--- src/rtl/present_enc_ctrl.sv ---
// present_enc_ctrl: feeds PRESENT-80 core, tracks its 32-round schedule, returns ciphertext.
// Latency: accept edge E0 -> out_valid at E0+33; one pair in flight at a time.
// Backpressure: in_ready low while busy or holding a result; out_ct held until out_ready.
// Optional build macro PRESENT_DONE_CHECK_EN adds a sticky core_done schedule check on err.
module present_enc_ctrl #(
   parameter int DATA_W   = 64,
   parameter int KEY_W    = 80,
   parameter int LAST_RND = 31
) (
   input  logic              clk,
   input  logic              rst,
   input  logic              in_valid,
   output logic              in_ready,
   input  logic [DATA_W-1:0] in_pt,
   input  logic [KEY_W-1:0]  in_key,
   output logic              out_valid,
   input  logic              out_ready,
   output logic [DATA_W-1:0] out_ct,
   output logic              busy,
   output logic              err,
   output logic [DATA_W-1:0] core_idat,
   output logic [KEY_W-1:0]  core_key,
   output logic              core_load,
   input  logic [DATA_W-1:0] core_odat,
   input  logic              core_done
);

   typedef enum logic [1:0] {IDLE, LOAD, WAIT, CAPT} state_t;

   state_t     state;
   state_t     state_nxt;
   logic [4:0] cnt;
   logic       accept;
   logic       last_rnd;

   // Input is refused while a result is still waiting downstream, so a
   // handshake on the output only re-opens the input on the next cycle.
   assign in_ready = (state == IDLE) & ~out_valid & ~rst;
   assign accept   = in_valid & in_ready;
   assign last_rnd = (cnt == 5'(LAST_RND));

   // State register.
   always_ff @(posedge clk or posedge rst) begin
      if (rst) state <= IDLE;
      else     state <= state_nxt;
   end

   // Next-state decode plus the core load strobe and busy flag.
   always_comb begin
      state_nxt = state;
      core_load = 1'b0;
      busy      = 1'b1;
      case (state)
         IDLE: begin
            busy = 1'b0;
            if (accept) state_nxt = LOAD;
         end
         LOAD: begin
            core_load = 1'b1;
            state_nxt = WAIT;
         end
         WAIT: begin
            if (last_rnd) state_nxt = CAPT;
         end
         CAPT: begin
            state_nxt = IDLE;
         end
         default: state_nxt = IDLE;
      endcase
   end

   // Operands stay on the core pins from accept until the next accept.
   always_ff @(posedge clk or posedge rst) begin
      if (rst) begin
         core_idat <= '0;
         core_key  <= '0;
      end else if (accept) begin
         core_idat <= in_pt;
         core_key  <= in_key;
      end
   end

   // Private copy of the core's round counter; starts at 1 when the core loads.
   always_ff @(posedge clk or posedge rst) begin
      if (rst) begin
         cnt <= '0;
      end else begin
         case (state)
            LOAD:    cnt <= 5'd1;
            WAIT:    cnt <= last_rnd ? 5'd0 : cnt + 5'd1;
            default: cnt <= cnt;
         endcase
      end
   end

   // Result capture and output handshake; out_ct keeps its value after release.
   always_ff @(posedge clk or posedge rst) begin
      if (rst) begin
         out_valid <= 1'b0;
         out_ct    <= '0;
      end else if (state == CAPT) begin
         out_valid <= 1'b1;
         out_ct    <= core_odat;
      end else if (out_valid && out_ready) begin
         out_valid <= 1'b0;
      end
   end

`ifdef PRESENT_DONE_CHECK_EN
   // Sticky flag: core_done must be low through WAIT and high in CAPT.
   always_ff @(posedge clk or posedge rst) begin
      if (rst)
         err <= 1'b0;
      else if (((state == WAIT) && core_done) || ((state == CAPT) && !core_done))
         err <= 1'b1;
   end
`else
   assign err = 1'b0;
`endif

endmodule

--- config.mk ---
export PLATFORM = sky130hd
export DESIGN_NAME = present_enc_ctrl
export DESIGN_NICKNAME = d
export VERILOG_FILES = /design/src/rtl/present_enc_ctrl.sv
export SDC_FILE = /design/constraint.sdc
export NUM_CORES = 1
export LEC_CHECK = 0
export ABC_CLOCK_PERIOD_IN_PS = 9400
export CORE_AREA = 4 4 162 164
export DETAILED_ROUTE_END_ITERATION = 16
export DIE_AREA = 0 0 166 168
export GPL_TIMING_DRIVEN = 0
export PLACE_DENSITY = 0.76
export SLEW_MARGIN = 0
export SYNTH_ARGS = -nofsm -noshare
export SYNTH_HDL_FRONTEND = slang
export SYNTH_SLANG_ARGS = --single-unit
export TNS_END_PERCENT = 30
--- constraint.sdc ---
create_clock -name clk -period 9.4 [get_ports clk]
set_input_delay 0.94 -clock clk [delete_from_list [all_inputs] [get_ports clk]]
set_output_delay 0.94 -clock clk [all_outputs]
set_load 0.02 [all_outputs]
Yosys cells after proc, flatten, opt, wreduce, memory -nomap -nowiden
Cells that the tools add are included.
- equality and inequality tests: 6
- add/subtract/negate cells: 1
- bitwise operators: 5
- reduce and logical (&&, ||, !) cells: 5
- multiplexer cells: 9
- operator list (kind ; number):
    one-hot mux 5 bit (2 select lines) ; 1
    one-hot mux 2 bit (4 select lines) ; 1
    adder 5 x 1 -> 5 bit (second input constant) ; 1
    equality test 5 bit (second input constant) ; 1
    two-way mux 5 bit ; 1
    equality test 2 bit (second input constant) ; 2
    two-way mux 1 bit ; 4
    two-way mux 2 bit ; 2
    inequality test 2 bit (second input constant) ; 2
    nonzero test 2 bit ; 2
    AND 1 bit ; 3
    equality test 2 x 1 -> 1 bit (second input constant) ; 1
    zero test 2 bit ; 1
    inverter 1 bit ; 2
    AND reduction 2 bit ; 1
    logical AND 1 bit ; 1
- logic and storage cells: 32
- output and inout bits: 213
- input bits: 213
- bits in registers: 216

Depth between registers and ports, before layout
Gate-level depths: netlist of run 1.
- word-level depth: 6
- gate-level depth with buffers: 8
- mapped depth without buffers: 6

Least setup slack after synthesis of run 1
OpenSTA, ideal clock, no wires.
- path type: input to output
- from: input port rst
- to: output port in_ready
- buffers on the path: 0
- arrival time: 1395 ps
- path slack: 7065 ps
- stages on the path: 1
- cell sequence: nor3_1
- longest elaborated chain between the ends: 2
- ends and longest elaborated chain (element ; line ; source):
    start: declaration ; 11 ; input logic rst,
    inverter 1 bit ; 38 ; assign in_ready = (state == IDLE) & ~out_valid & ~rst;
    AND 1 bit ; 38 ;
    end: declaration ; 13 ; output logic in_ready,
Every way passes these cells.

Worst setup path after layout of run 1
Same ends and word-level chain as after synthesis.

==> flow_summary_export.csv, run 1 <==
group,metric,value,unit
run_status,status,"complete, no violations",
sta,fmax,0.294,GHz
sta,hold_viol,0,
power_and_ir_drop,p_per_area,361,nW/um2
sta,min_period_over_period,0.362,
critical_path,crit_path_start_kind,"input port",
finish,multi_input_area,2600,um2
global_route,antenna_found_initial,1,
yosys,syn_nets,710,
clocking,cts_buffer_depth,3,
floorplan,dieArea,27900,um2
floorplan,io_pins,426,
placement,hpwlAfterDp,18.5,mm
global_route,grt-ovfl-total,0,
critical_path,cp.required,8.46,ns
finish,area_growth,66.8,%
detailed_routing,drc_errors,0,
placement,routabilityCongestion,0.795,
power_and_ir_drop,p_int,0.00324,W
critical_path,cp_max_fo,4,
clocking,clock_sink_count,216,
detailed_routing,vias,5754,
clocking,cts_max_level,1,
placement,io_buffers,423,
yosys,synth_edf_count,0,
sta,worstMarginPinSlew,0.539,ns
min_path,hold_path.class,"flop to flop",
detailed_routing,drtAntennaViolNets,0,
power_and_ir_drop,peakVddDrop,0.239,mV
clocking,postCtsHoldBufs,0,
sta,skew,0.0154,ns
critical_path,arrival,2.46,ns
floorplan,rows,58,
floorplan,start_util,0.331,
sta,final.setup.tns,0,ns
global_route,grt_usage,0.163,
clocking,clk_pin_slew_worst_paths,0.06,ns
clocking,clk_latency,0.52,ns
sta,finalMaxSlewViolations,0,
yosys,seq_area_frac_synth,0.655,
floorplan,coreArea,24900,um2
clocking,cts_setup_buffers,0,
clocking,numCtsBuffers,24,
sta,setup_slack,6.00,ns
sta,min_period,3.40,ns
yosys,ys_warn_count,0,
critical_path,rrSetupSlack,7.23,ns
floorplan,die_w,166,um
floorplan,die_h,168,um
finish,seqCellArea,5410,um2
yosys,ys_async_sr_fraction,1.00,
detailed_routing,drt_iter0_drc,184,
flow_run,maxCapViolations,0,
critical_path,critPathKind,"input port to output port",
detailed_routing,viasPerCell,4.46,
global_route,grt_start_max_net_pins,89,
power_and_ir_drop,p_leak,5.78,nW
power_and_ir_drop,switching_share,0.347,
power_and_ir_drop,seq_power_share,0.328,
yosys,synth_cell_types,29,
yosys,syn_avg_cell_area,16.8,um2
yosys,synthesis.area,8250,um2
clocking,cts_root_buffer,"clkbuf_16",
detailed_routing,firstDrtPassIters,4,
global_route,grt_pass1_vias,6249,
detailed_routing,wirelength,23.8,mm
clocking,cts_repair_resize_count,0,
power_and_ir_drop,p_switching,0.00173,W
yosys,ys_dominant_reg_cell,"dfrtp_1",
sta,setup_viol,0,
sta,rsz0062_at_grt,"false",
global_route,grt_pass1_wl,36.3,mm
yosys,ys_ff_latch,216,
power_and_ir_drop,clkPwrFrac,0.189,
power_and_ir_drop,power_frac_comb,0.483,
finish,nFillCells,2039,
placement,dp_worst_setup_slack,6.00,ns
sta,relSlewSlack,0.641,
finish,drive_gt1_frac,0.224,
critical_path,crit_path_end_kind,"output port",
detailed_routing,wl_per_cell,18.5,um
yosys,synth_cells,490,
finish,nets,1161,
clocking,cts_tree,"built",
power groups by stage:
| stage | logic (W) | clock network, W | registers (W) |
|---|---|---|---|
| after floorplan | 0.000636 | 0 | 0.00219 |
| after global routing | 0.00253 | 0.00101 | 0.00169 |
| after CTS | 0.00244 | 0.000974 | 0.00164 |
| final | 0.00240 | 0.000940 | 0.00163 |
| after global placement | 0.00240 | 0 | 0.00163 |
| after detailed placement | 0.00243 | 0 | 0.00165 |
sequential cells by signal, summed over array words and instances (netlist names):
register / flops
cnt: 5
core_idat: 64
core_key: 80
out_ct: 64
out_valid: 1
state: 2
worst max-delay path: stages:
cell,delay (ns)
clkdlybuf4s50_1,0.58
nor3_1,0.25
clkdlybuf4s50_1,0.69
routing by layer:
layer	vias up	global-route usage	share of wire
met5	-	0	0
met4	0	0.0387	0.019
met3	33	0.0693	0.10
met2	291	0.289	0.50
met1	2803	0.184	0.38
li1	2627	-	-
path summary, 6_finish.rpt:
check                                    startpoint                        end  cells past startpoint
max                                             rst                   in_ready                      3
min                        core_key[21]$_DFFE_PP0P_   core_key[21]$_DFFE_PP0P_                      1
max reg2reg                    state[0]$_DFFE_PP0P_   core_key[63]$_DFFE_PP0P_                      8
min reg2reg                core_key[21]$_DFFE_PP0P_   core_key[21]$_DFFE_PP0P_                      1
max in group asynchronous                       rst  core_idat[51]$_DFFE_PP0P_                      3
min in group asynchronous                       rst       state[1]$_DFFE_PP0P_                      2
cell usage in the layout (no fill, tap or decap), types with 6 or more instances in the layout:
master	instances
clkdlybuf4s50_1	423
dfrtp_1	216
mux2_2	149
mux2_1	60
clkbuf_16	24
buf_4	10
clkbuf_1	9
ha_1	7
buf_8	6
inv_1	6
stage by stage:
step	instance area [um2]	utilization	hold slack (ns)	power [W]	instances
5_1_grt	13800	0.553	0.491	0.00523	1290
3_5_place_dp	13000	0.521	0.474	0.00408	1245
3_3_place_gp	12900	0.518	0.466	0.00402	1243
2_1_floorplan	8250	-	0.488	0.00283	490
6_report	13800	0.553	0.481	0.00497	1290
4_1_cts	13800	0.553	0.487	0.00505	1289
area by class of cell:
type / instances / share of cell area
flip-flops and latches: 216 / 0.393
multi-input cells: 241 / 0.189
inverters: 8 / 0.00273
well taps: 330 / 0.0300
clock buffers: 35 / 0.0503
plain buffers: 25 / 0.0155
clock inverters: 9 / 0.00800
repair buffers: 425 / 0.312
diodes: 1 / 0.000182
cells in the mapped netlist (2+ instances only):
cell type	number	area [um2]
o21ai_0	3	15.0
nand3_1	3	15.0
clkbuf_1	3	11.3
buf_8	6	90.1
a21o_1	2	15.0
dfrtp_1	216	5410
mux2_1	60	676
mux2_2	149	1680
nor3_1	2	10.0
buf_2	5	25.0
inv_1	7	26.3
buf_4	10	75.1
nand2_1	2	7.51
ha_1	7	87.6
kinds of logic after synthesis:
family | share of synthesized area
mux | 0.287
buf+inv | 0.0294
other cells | 0.000455
fa+ha+maj | 0.0106
simple gates | 0.00956
flops | 0.655
compound gates | 0.00819
No activity file was read; power rests on OpenSTA's default activity.
==> inputs of run 2 (changes only) <==
--- a/config.mk
+++ b/config.mk
@@ -5,7 +5,7 @@
 export SDC_FILE = /design/constraint.sdc
 export NUM_CORES = 1
 export LEC_CHECK = 0
-export ABC_CLOCK_PERIOD_IN_PS = 9400
+export ABC_CLOCK_PERIOD_IN_PS = 3200
 export CORE_AREA = 4 4 162 164
 export DETAILED_ROUTE_END_ITERATION = 16
 export DIE_AREA = 0 0 166 168
==> constraint.sdc (replaced) <==
create_clock -name clk -period 3.2 [get_ports clk]
set_input_delay 0.32 -clock clk [delete_from_list [all_inputs] [get_ports clk]]
set_output_delay 0.32 -clock clk [all_outputs]
set_load 0.02 [all_outputs]
==> flow_summary_export.csv, run 2 (synthesis results as in run 1) <==
group,metric,value,unit
sta,finalMaxSlewViolations,0,
finish,final_common_cell,"clkdlybuf4s50_1",
critical_path,arrival,2.18,ns
sta,setup_viol,0,
run_status,status,"complete, no violations",
detailed_routing,wl_per_cell,18.3,um
sta,fmax,0.400,GHz
global_route,grt_usage,0.166,
detailed_routing,drc_errors,0,
sta,hold_viol,0,
placement,place_inst,1249,
power_and_ir_drop,seq_power_share,0.331,
finish,nets,1165,
placement,io_buffers,423,
clocking,cts_repair_resize_count,0,
global_route,grt_start_max_net_pins,42,
finish,largest_register_ffs,80,
power_and_ir_drop,p_per_area,1050,nW/um2
sta,relSlewSlack,0.640,
finish,area_growth,67.2,%
detailed_routing,drtAntennaViolNets,0,
global_route,grt_pass1_wl,37.2,mm
sta,worstMarginPinSlew,0.540,ns
critical_path,crit_path_end_kind,"output port",
detailed_routing,firstDrtPassIters,4,
min_path,hold_path.class,"input port to async pin",
power_and_ir_drop,power_frac_comb,0.486,
finish,largestRegisters,"core_key (80), core_idat (64), out_ct (64)",
sta,min_period_over_period,0.781,
power_and_ir_drop,p_leak,5.78,nW
clocking,clk_pin_slew_worst_paths,0.06,ns
power_and_ir_drop,switching_share,0.348,
finish,nFillCells,2027,
detailed_routing,drt_iter0_drc,190,
clocking,cts_setup_buffers,0,
power_and_ir_drop,clkPwrFrac,0.183,
sta,min_period,2.50,ns
floorplan,io_pins,426,
clocking,postCtsHoldBufs,0,
finish,top_register,"core_key",
clocking,cts_max_level,1,
global_route,antenna_found_initial,3,
clocking,cts_tree,"built",
critical_path,cp.required,2.88,ns
clocking,cts_buffer_depth,3,
floorplan,dieArea,27900,um2
global_route,grt_pass1_vias,6511,
sta,final.setup.tns,0,ns
critical_path,cp_max_fo,4,
detailed_routing,viasPerCell,4.47,
floorplan,die_w,166,um
power_and_ir_drop,p_switching,0.00503,W
clocking,clk_latency,0.51,ns
floorplan,rows,58,
finish,drive_gt1_frac,0.224,
floorplan,coreArea,24900,um2
power_and_ir_drop,p_int,0.00944,W
placement,routabilityCongestion,0.770,
sta,rsz0062_at_grt,"false",
placement,hpwlAfterDp,18.2,mm
floorplan,start_util,0.331,
finish,fin_cells,1296,
flow_run,maxCapViolations,0,
critical_path,crit_path_start_kind,"flop",
clocking,numCtsBuffers,24,
detailed_routing,wirelength,23.8,mm
floorplan,die_h,168,um
power_and_ir_drop,peakVddDrop,0.720,mV
sta,skew,0.0107,ns
clocking,clock_sink_count,216,
global_route,grt-ovfl-total,0,
finish,final_cell_mix,"423 x clkdlybuf4s50_1, 216 x dfrtp_1, 149 x mux2_2",
detailed_routing,vias,5790,
clocking,cts_root_buffer,"clkbuf_16",
critical_path,critPathKind,"flop to output port",
==> run 2: cell count changes in the layout (fill, tap and decap cells not counted), sizes merged <==
cell | before | now
buf | 24 | 28
clkbuf | 38 | 43
bufinv | 2 | 0
diode | 1 | 3
inv | 8 | 7
clkinv | 7 | 4
clkinvlp | 0 | 1
==> run 2: final timing paths <==
path | startpoint | endpoint | slack (ns) | cells past startpoint
worst max-delay path | state[0]$_DFFE_PP0P_ | in_ready | 0.70 | 5
worst max register to register | state[0]$_DFFE_PP0P_ | core_key[25]$_DFFE_PP0P_ | 1.05 | 8
max in group asynchronous | rst | core_idat[40]$_DFFE_PP0P_ | 2.06 | 5
worst min register to register | core_key[50]$_DFFE_PP0P_ | core_key[50]$_DFFE_PP0P_ | 0.48 | 1
min in group clk | in_key[34] | core_key[34]$_DFFE_PP0P_ | 0.40 | 2
worst min-delay path | rst | cnt[3]$_DFFE_PP0P_ | 0.22 | 2
==> run 2: layout make-up <==
cell class / instances / area [um2] / area share
antenna: 3 / 7.51 / 0.000544
buffer: 25 / 213 / 0.0154
clock buffer: 40 / 742 / 0.0538
clock inverter: 4 / 23.8 / 0.00172
inverter: 8 / 33.8 / 0.00245
multi-input combinational: 241 / 2600 / 0.189
sequential: 216 / 5410 / 0.392
tap: 330 / 413 / 0.0299
timing repair buffer: 429 / 4350 / 0.316
==> run 2: power by group through the flow <==
| stage | registers (W) | logic (W) | clock network (W) |
|---|---|---|---|
| after global placement | 0.00477 | 0.00703 | 0 |
| after CTS | 0.00481 | 0.00715 | 0.00274 |
| after floorplan | 0.00644 | 0.00187 | 0 |
| after detailed placement | 0.00484 | 0.00712 | 0 |
| final | 0.00479 | 0.00703 | 0.00265 |
| after global routing | 0.00498 | 0.00744 | 0.00288 |
==> run 2: critical path, stage by stage, from the launching register on <==
cell	delay, ns
dfrtp_1	0.42
inv_1	0.12
ha_1	0.21
inv_2	0.06
nor3_1	0.19
clkdlybuf4s50_1	0.67
==> run 2: per-stage QoR <==
step	area, um2	hold slack (ns)	utilization	total power, W	setup slack (ns)
finish	13800	0.220	0.554	0.0145	0.699
global placement	12900	0.467	0.518	0.0118	-1.88
CTS	13800	0.212	0.554	0.0147	0.643
detailed placement	13000	0.474	0.523	0.0120	0.979
floorplan	8250	0.455	-	0.00831	0.0679
global route	13800	0.235	0.554	0.0153	0.518
==> run 2: layer usage <==
metal / GRT usage / share of wire / up-vias
li1: - / - / 2635
met1: 0.182 / 0.36 / 2839
met2: 0.290 / 0.51 / 284
met3: 0.0787 / 0.11 / 32
met4: 0.0448 / 0.019 / 0
met5: 0 / 0 / -
==> variant, RTL diff (settings of run 1) <==
`DATA_W`: 64 -> 60.
--- a/src/rtl/present_enc_ctrl.sv
+++ b/src/rtl/present_enc_ctrl.sv
@@ -4,5 +4,5 @@
 // Optional build macro PRESENT_DONE_CHECK_EN adds a sticky core_done schedule check on err.
 module present_enc_ctrl #(
-   parameter int DATA_W   = 64,
+   parameter int DATA_W   = 60,
    parameter int KEY_W    = 80,
    parameter int LAST_RND = 31
Ports: changed (resized core_idat, core_odat, in_pt and out_ct); port bits go from 426 to 410. The function was not compared with the original's and may differ.
==> variant against run 1 <==
Area after synthesis is 4.3% lower; sequential share of layout area down 0.20 points; wire length is 7.6% lower; design area decreased by 3.2%; sequential cell count decreased by 8; via count down 2.4%; power shrank 1.8%; setup slack better by 0.087 ns; critical endpoint unchanged.
==> variant: results <==
export IMPL_outcome="completed"
export IMPL_r2r_end="core_idat[1]"
export IMPL_rr_worst_depth=7
export IMPL_synth_commonest_cells="dfrtp_1 (208), mux2_2 (101), mux2_1 (100)"
export IMPL_synthMuxAreaShare=0.2880
export IMPL_pg_clk_mw=1.05
export IMPL_use_met2=0.2651
export IMPL_grt_pass1_vias=6307
export IMPL_fin_nets=1118
export IMPL_dr_wl_met3_mm=2.149
export IMPL_min_to="core_key[45]"
export IMPL_syn_num_nets=685
export IMPL_min_from="core_key[45]"
export IMPL_relSlewSlack=0.5066
export IMPL_dpl_cell_count=1211
export IMPL_reg2reg_slack_ns=7.20
export IMPL_nFillCells=2008
export IMPL_clk_pin_slew_ns=0.06
export IMPL_ys_seq_area_frac=0.6593
export IMPL_drt_total_wl_mm=22.02
export IMPL_grt_pass1_wl_mm=34.84
export IMPL_drt_met1_wl_mm=8.438
export IMPL_grt_usage=0.1535
export IMPL_p_switching_mw=1.650
export IMPL_gp_congestion=0.7851
export IMPL_timing_hold_ws_ns=0.4817
export IMPL_clock_skew_final_ns=0.005642
export IMPL_wl_per_cell_um=17.57
export IMPL_routed_via_density=4.480
export IMPL_cp_arrival_ns=2.37
export IMPL_clock_latency_ns=0.50
export IMPL_layout_drive_gt1_share=0.1768
export IMPL_synth_area_leaders="dfrtp_1 (66%), mux2_2 (14%), mux2_1 (14%)"
export IMPL_synth_compound_area_frac=0.008558
export IMPL_dpl_cell_area_mm2=0.01242
export IMPL_use_met1=0.1748
export IMPL_grt_max_degree=108
export IMPL_synthAdderAreaFrac=0.01109
export IMPL_ir_drop_uv=213.9
export IMPL_cts_buffers=23
export IMPL_dp_hpwl_mm=16.73
export IMPL_finalPower_mw=4.879
export IMPL_routed_wl_met2_mm=10.75
export IMPL_use_met3=0.06011
export IMPL_drtIter0Drc=224
export IMPL_leakagePower_nw=5.607
variant: changes by cell type in the layout (fill, tap and decap cells not counted), sizes merged, moves of 4 or more:
cell           change
buf                -7
bufinv             +5
clkdlybuf4s50     -16
clkinv             -4
dfrtp              -8
mux2               -8
variant: stage by stage:
step                setup TNS, ns  setup WS [ns]
floorplan                       0          2.779
global placement           -44.04        -0.2319
detailed placement              0          6.065
CTS                             0          6.067
global route                    0          6.042
finish                          0          6.086
variant: cell type report:
| class | count | area (um^2) | share of cell area |
|---|---|---|---|
| Antenna cell | 1 | 2.502 | 0.0001878 |
| Buffer | 24 | 140.1 | 0.01052 |
| Clock buffer | 29 | 658.1 | 0.04940 |
| Clock inverter | 12 | 244.0 | 0.01832 |
| Inverter | 8 | 37.54 | 0.002818 |
| Multi-Input combinational cell | 233 | 2520 | 0.1892 |
| Sequential cell | 208 | 5205 | 0.3907 |
| Tap cell | 330 | 412.9 | 0.03099 |
| Timing Repair Buffer | 408 | 4101 | 0.3079 |
